**config.mk**
```make
export PLATFORM = sky130hd
export DESIGN_NAME = iir_sos_sequencer
export DESIGN_NICKNAME = d
export VERILOG_FILES = /design/src/rtl/iir_ctrl_pkg.sv /design/src/rtl/iir_sat_counter.sv /design/src/rtl/iir_sos_sequencer.sv
export SDC_FILE = /design/constraint.sdc
export NUM_CORES = 1
export LEC_CHECK = 0
export BUFFER_PORTS_ARGS = -buffer_cell sky130_fd_sc_hd__buf_2
export CAP_MARGIN = 20
export CORE_MARGIN = 8
export CORE_UTILIZATION = 45
export DETAILED_ROUTE_END_ITERATION = 16
export GPL_TIMING_DRIVEN = 0
export PLACE_DENSITY = 0.84
export REMOVE_ABC_BUFFERS = 1
export SYNTH_ARGS = -nofsm -noshare
export SYNTH_HDL_FRONTEND = slang
export SYNTH_SLANG_ARGS = --single-unit
```
**constraint.sdc**
```tcl
create_clock -name clk -period 2.31 [get_ports clk]
set_input_delay 0.693 -clock clk [delete_from_list [all_inputs] [get_ports clk]]
set_output_delay 0.693 -clock clk [all_outputs]
set_load 0.02 [all_outputs]
```
**src/rtl/iir_ctrl_pkg.sv**
```systemverilog
// Shared state encoding and default widths for the IIR section sequencer.
package iir_ctrl_pkg;

    localparam int unsigned NSOS      = 5;
    localparam int unsigned NDWIDTH   = 18;
    localparam int unsigned NCNTWIDTH = 16;

    typedef enum logic [2:0] {
        ST_FLUSH,
        ST_IDLE,
        ST_ISSUE,
        ST_WAIT,
        ST_OUT
    } state_e;

endpackage

```
**src/rtl/iir_sat_counter.sv**
```systemverilog
// Saturating up-counter with synchronous active-high clear.
module iir_sat_counter #(
    parameter int unsigned Width = 16
) (
    input  logic             clk,
    input  logic             reset,
    input  logic             inc,
    output logic [Width-1:0] count
);

    logic [Width-1:0] count_q, count_d;

    always_comb begin
        count_d = count_q;
        if (inc && (count_q != {Width{1'b1}})) begin
            count_d = count_q + Width'(1);
        end
    end

    always_ff @(posedge clk) begin
        if (reset) begin
            count_q <= '0;
        end else begin
            count_q <= count_d;
        end
    end

    assign count = count_q;

endmodule

```
**src/rtl/iir_sos_sequencer.sv**
```systemverilog
// Sequences one input sample through Nsos second-order sections on a shared
// biquad engine, clearing all section state after reset or a flush request.
module iir_sos_sequencer
    import iir_ctrl_pkg::*;
#(
    parameter int unsigned Nsos      = NSOS,
    parameter int unsigned Ndwidth   = NDWIDTH,
    parameter int unsigned Ncntwidth = NCNTWIDTH,
    localparam int unsigned IdxW     = (Nsos > 1) ? $clog2(Nsos) : 1
) (
    input  logic                        clk,
    input  logic                        reset,
    input  logic                        dv_in,
    input  logic signed [Ndwidth-1:0]   d_in,
    input  logic                        flush,
    output logic                        ready_out,
    output logic                        sec_start,
    output logic [IdxW-1:0]             sec_idx,
    output logic signed [Ndwidth-1:0]   sec_x,
    output logic                        state_clr,
    input  logic                        sec_done,
    input  logic signed [Ndwidth-1:0]   sec_y,
    output logic                        dv_out,
    output logic signed [Ndwidth-1:0]   d_out,
    output logic [Ncntwidth-1:0]        overrun_cnt
);

    localparam logic [IdxW-1:0] LastIdx = IdxW'(Nsos - 1);

    state_e                     state_q, state_d;
    logic [IdxW-1:0]            idx_q, idx_d;
    logic signed [Ndwidth-1:0]  operand_q, operand_d;
    logic signed [Ndwidth-1:0]  d_out_q, d_out_d;
    logic                       ready_c;
    logic                       drop_c;

    assign ready_c = (state_q == ST_IDLE) || (state_q == ST_OUT);
    assign drop_c  = dv_in && (flush || !ready_c);

    // Next state; flush outranks both new samples and engine results.
    always_comb begin
        state_d   = state_q;
        idx_d     = idx_q;
        operand_d = operand_q;
        d_out_d   = d_out_q;
        if (flush) begin
            state_d = ST_FLUSH;
            idx_d   = '0;
        end else begin
            case (state_q)
                ST_FLUSH: begin
                    if (idx_q == LastIdx) begin
                        state_d = ST_IDLE;
                        idx_d   = '0;
                    end else begin
                        idx_d = idx_q + IdxW'(1);
                    end
                end
                ST_IDLE, ST_OUT: begin
                    if (dv_in) begin
                        operand_d = d_in;
                        idx_d     = '0;
                        state_d   = ST_ISSUE;
                    end else if (state_q == ST_OUT) begin
                        state_d = ST_IDLE;
                    end
                end
                ST_ISSUE: state_d = ST_WAIT;
                ST_WAIT: begin
                    if (sec_done) begin
                        operand_d = sec_y;
                        if (idx_q == LastIdx) begin
                            d_out_d = sec_y;
                            state_d = ST_OUT;
                        end else begin
                            idx_d   = idx_q + IdxW'(1);
                            state_d = ST_ISSUE;
                        end
                    end
                end
                default: state_d = ST_FLUSH;
            endcase
        end
    end

    always_ff @(posedge clk) begin
        if (reset) begin
            state_q   <= ST_FLUSH;
            idx_q     <= '0;
            operand_q <= '0;
            d_out_q   <= '0;
        end else begin
            state_q   <= state_d;
            idx_q     <= idx_d;
            operand_q <= operand_d;
            d_out_q   <= d_out_d;
        end
    end

    // Strobes decode the state register and are held low while reset is asserted.
    assign ready_out = !reset && ready_c;
    assign sec_start = !reset && (state_q == ST_ISSUE);
    assign state_clr = !reset && (state_q == ST_FLUSH);
    assign dv_out    = !reset && (state_q == ST_OUT);
    assign sec_idx   = idx_q;
    assign sec_x     = operand_q;
    assign d_out     = d_out_q;

    iir_sat_counter #(
        .Width (Ncntwidth)
    ) u_overrun (
        .clk   (clk),
        .reset (reset),
        .inc   (drop_c),
        .count (overrun_cnt)
    );

endmodule

```
## Word level (Yosys, flattened, before mapping)

Cells that the tools add are included.

| word-level totals | value |
|---|---|
| bits of input ports | 41 |
| logic and storage cells | 52 |
| flip-flop bits (word level) | 58 |
| output and inout bits | 59 |

| cells by class | value |
|---|---|
| add/subtract/negate cells | 2 |
| equal/unequal tests | 11 |
| bitwise logic cells | 1 |
| reductions and logical operators | 19 |
| mux-type cells | 14 |

Operators by type and width:

| operator | count |
|---|---|
| $mux W18 | 2 |
| $pmux W18 S2 | 1 |
| $mux W3 | 9 |
| $add A16 B1 Y16 const B | 1 |
| $ne A16 B16 Y1 const B | 1 |
| $pmux W3 S4 | 1 |
| $reduce_and A4 Y1 | 3 |
| $pmux W3 S3 | 1 |
| $ne A2 B2 Y1 const B | 4 |
| $eq A3 B2 Y1 const B | 2 |
| $eq A3 B3 Y1 const B | 2 |
| $logic_and A1 B1 Y1 | 6 |
| $reduce_or A2 Y1 | 2 |
| $add A3 B1 Y3 const B | 1 |
| $eq A3 B1 Y1 const B | 1 |
| $logic_not A3 Y1 | 1 |
| $ne A3 B3 Y1 const B | 1 |
| $reduce_and A3 Y1 | 1 |
| $reduce_bool A3 Y1 | 1 |
| $logic_not A1 Y1 | 2 |
| $logic_or A1 B1 Y1 | 2 |
| $reduce_bool A2 Y1 | 1 |
| $not A1 Y1 | 1 |

## Logic depth before layout (Yosys ltp)

| depth | value |
|---|---|
| word-level depth | 6 |
| mapped depth | 8 |
| depth with buffers taken out | 7 |

## Hierarchy

From an unflattened synthesis, not the netlist that was laid out.

| second synthesis, totals | value |
|---|---|
| cells, all modules | 306 |
| area, all modules | 2911.5 um^2 |

By module, submodules not included:

| module | instances | area each (um^2) | cells each |
|---|---|---|---|
| iir_sos_sequencer | 1 | 2063.2 | 207 |
| iir_sat_counter | 1 | 848.3 | 99 |

## Least setup slack after synthesis

Ideal clock, no wire load.

| timing path | value |
|---|---|
| kind | input to output |
| start point | input port reset |
| end point | output port dv_out |
| data required time | 1.617 ns |
| setup slack | -0.051 ns |
| stages | 3 |
| buffers on the path | 2 |
| data arrival time | 1.668 ns |
| cell sequence | clkbuf_1 -> clkbuf_1 -> nor4_1 |

| on the way | value |
|---|---|
| word-level cells in the longest chain between the ends | 2 |

RTL lines:

| item | RTL line | text |
|---|---|---|
| start: declaration | iir_sos_sequencer.sv:12 | `input logic reset,` |
| $logic_not A1 Y1 | iir_sos_sequencer.sv:104 | `assign dv_out = !reset && (state_q == ST_OUT);` |
| $logic_and A1 B1 Y1 | iir_sos_sequencer.sv:104 |  |
| end: declaration | iir_sos_sequencer.sv:23 | `output logic dv_out,` |

Every way passes these cells.

## Final worst setup path

Same ends and word-level chain as after synthesis.

==> flow_metrics.py <==
metrics = {
    "yosys": {
        "synth_cell_type_count": 53,
        "synth_cells": 316,
        "synth-seq-cells": 58,
        "ys_warn_count": 0,
        "netlist_area_sq_mm": 0.00286,
        "synth_enable_flop_cells": 0,
        "synth_async_sr_flop_share_pct": 0,
        "syn_area_per_cell_sq_um": 9.05,
        "ys_seq_area_share_pct": 40.6,
        "ys.flop_type": "dfxtp_1",
    },
    "min_path": {
        "worst_hold_startpoint": "d_out[8]$_SDFFE_PP0P_",
        "hold_end": "d_out[8]$_SDFFE_PP0P_",
        "min_path_type": "reg -> reg",
        "hold_path_depth": 2,
    },
    "floorplan": {
        "die_w_um": 95.7,
        "die-area_sq_mm": 0.00916,
        "num_rows": 29,
        "pin_count": 100,
        "core_region_area_sq_mm": 0.00624,
        "die_h_um": 95.7,
        "start_util_pct": 45.8,
    },
    "route": {
        "final_antenna_net_count": 0,
        "wire_per_inst_um": 15.9,
        "via_per_inst": 5.52,
        "drtIter0Drc": 158,
        "drtPass1Iterations": 4,
        "routed_wirelength_um": 7800,
        "vias": 2712,
        "drc": 0,
    },
    "placed_design": {
        "place_hpwl_um": 5610,
        "gp_congestion": 0.801,
        "port_buffers": 99,
    },
    "setup_path": {
        "reg2regPathDepth": 6,
        "reg2reg_from": "state_q[0]$_SDFFE_PP0P_",
        "rrSetupSlack_ns": 0.23,
        "r2r_end": "sec_x[1]$_SDFFE_PP0P_",
        "crit_path_max_fanout": 34,
        "required_ns": 1.62,
        "cp-start-kind": "input port",
        "critPathArrivalTime_ns": 1.55,
        "critical_path_class": "in -> out",
        "end_kind": "output port",
    },
    "sta": {
        "slew_violations": 0,
        "fin_skew_ns": 0.00739,
        "setup_viol": 0,
        "max_slew_margin_pct": 67.4,
        "period_minus_slack_ns": 2.24,
        "tightestPinTransition_ns": 0.486,
        "min_period_over_period_pct": 96.9,
        "hold_violations": 0,
        "final.setup.tns_ns": 0,
        "fmax_mhz": 447,
    },
    "clocking": {
        "clock-sinks": 58,
        "cts_hold_buf": 0,
        "clock_latency_ns": 0.33,
        "numCtsBuffers": 9,
        "cts-root-buf": "clkbuf_8",
        "cts_htree_levels": 3,
        "cts_tree": "yes",
        "cts.clk_slew.worst_paths_ns": 0.07,
        "cts_buffer_depth": 2,
    },
    "power_and_ir_drop": {
        "power.density_mw_per_mm2": 589,
        "totalPowerFinal_mw": 2.16,
        "leakage_nw": 1.53,
        "ir_worst_vdd_mv": 0.397,
    },
    "status": {
        "status": "completed",
    },
    "final_layout": {
        "final_cell_mix": "buf_2, dfxtp_1, nor2_1, nand2_1, nand3_1",
        "syn_to_final_growth_pct": 28.4,
        "final_layout_size_suffix_gt1_share_pct": 38.6,
        "final_common_cell": "buf_2",
        "finalNetCount": 453,
        "n_antenna_cell": 0,
    },
    "global_routing": {
        "grt_pass1_vias": 2722,
        "gr-total-overflow": 0,
        "grt_max_degree": 35,
        "antenna_found_initial": 0,
        "grt_pass1_wl_um": 12800,
        "grt_util_all_layers_pct": 17.4,
    },
    "flow_run": {
        "max_cap_violations": 0,
    },
}
## worst max path at each step
stage	startpoint	to	slack, ns	cells after the start
4_1_cts	state_q[2]$_SDFFE_PP0P_	dv_out	0.007	3
6_report	reset	dv_out	0.07	4
2_1_floorplan	state_q[0]$_SDFFE_PP0P_	sec_x[13]$_SDFFE_PP0P_	-0.13	5
5_1_grt	reset	dv_out	-0.008	4
3_3_place_gp	state_q[0]$_SDFFE_PP0P_	sec_x[14]$_SDFFE_PP0P_	-0.75	5
3_5_place_dp	state_q[0]$_SDFFE_PP0P_	sec_idx[0]$_SDFFE_PP0P_	-0.58	5
## logic make-up (layout without fill, tap and decap cells)
logic type / count (synthesis) / after routing / synth area share (%)
AND/OR/NAND/NOR: 149 / 149 / 26.8
flip-flops: 58 / 58 / 40.6
AO/OA/AOI/OAI: 45 / 45 / 15.1
buffers and inverters: 28 / 126 / 4.94
multiplexers: 19 / 19 / 6.65
XOR/XNOR: 13 / 13 / 4.24
adder cells (fa/ha/maj): 4 / 4 / 1.66
## stage by stage
step / hold slack [ns] / instance area, sq um / instances / utilization (%) / setup slack, ns
after floorplan: 0.561 / 2740 / 294 / - / -0.126
after global placement: 0.467 / 3330 / 470 / 53.4 / -0.747
after detailed placement: 0.482 / 3400 / 473 / 54.5 / -0.576
after CTS: 0.500 / 3660 / 491 / 58.6 / 0.00686
after global routing: 0.524 / 3670 / 491 / 58.8 / -0.00829
final: 0.496 / 3670 / 491 / 58.8 / 0.0708
## synth_stat cells (5+ instances only)
library cell	number	area share (%)
dfxtp_1	58	41
nor2_1	42	5.5
nand2_1	29	3.8
nand3_1	26	4.5
mux2i_1	19	6.6
a311oi_2	12	6.3
clkbuf_1	11	1.4
nor2_2	10	2.2
nand4_1	9	2.0
nor3_1	7	1.2
a311oi_1	6	1.8
xnor2_1	6	1.8
xor2_1	6	1.8
and2_1	5	1.1
buf_2	5	0.87
inv_1	5	0.66
o21ai_0	5	0.87
## where the power goes
group / leakage, nW / internal, mW / switching [mW]
clock network: 0.109 / 0.633 / 0.401
logic: 0.950 / 0.0482 / 0.0713
registers: 0.469 / 1.00 / 0.00644
## what timing repair did
action,CTS,global route
setup buffers,2,0
gates resized for setup,5,5
setup endpoints to repair,42,18
pin swaps,1,0
hold endpoints to repair,0,0
## area by class of cell
class | count | area, sq um
Fill cell | 571 | 2570
Multi-Input combinational cell | 230 | 1570
Sequential cell | 58 | 1170
Timing Repair Buffer | 104 | 593
Clock buffer | 11 | 141
Tap cell | 77 | 96.3
Clock inverter | 5 | 77.6
Inverter | 6 | 22.5
## per-layer routing
layer | global-route usage [%] | part of all wire [%]
met5 | 0 | 0
met1 | 20.8 | 43
met3 | 4.37 | 9.6
met4 | 7.43 | 1.3
met2 | 29.0 | 46
## state kept, by name (all words and copies together), names as in the netlist
signal / cells
u_overrun.count: 16
sec_x: 18
state_q: 3
sec_idx: 3
d_out: 18
## worst max-delay path, stage by stage
cell and delay [ns]:
buf_4 0.22, buf_12 0.22, nor4_2 0.17, buf_2 0.22
(Power assumes the default switching activity.)
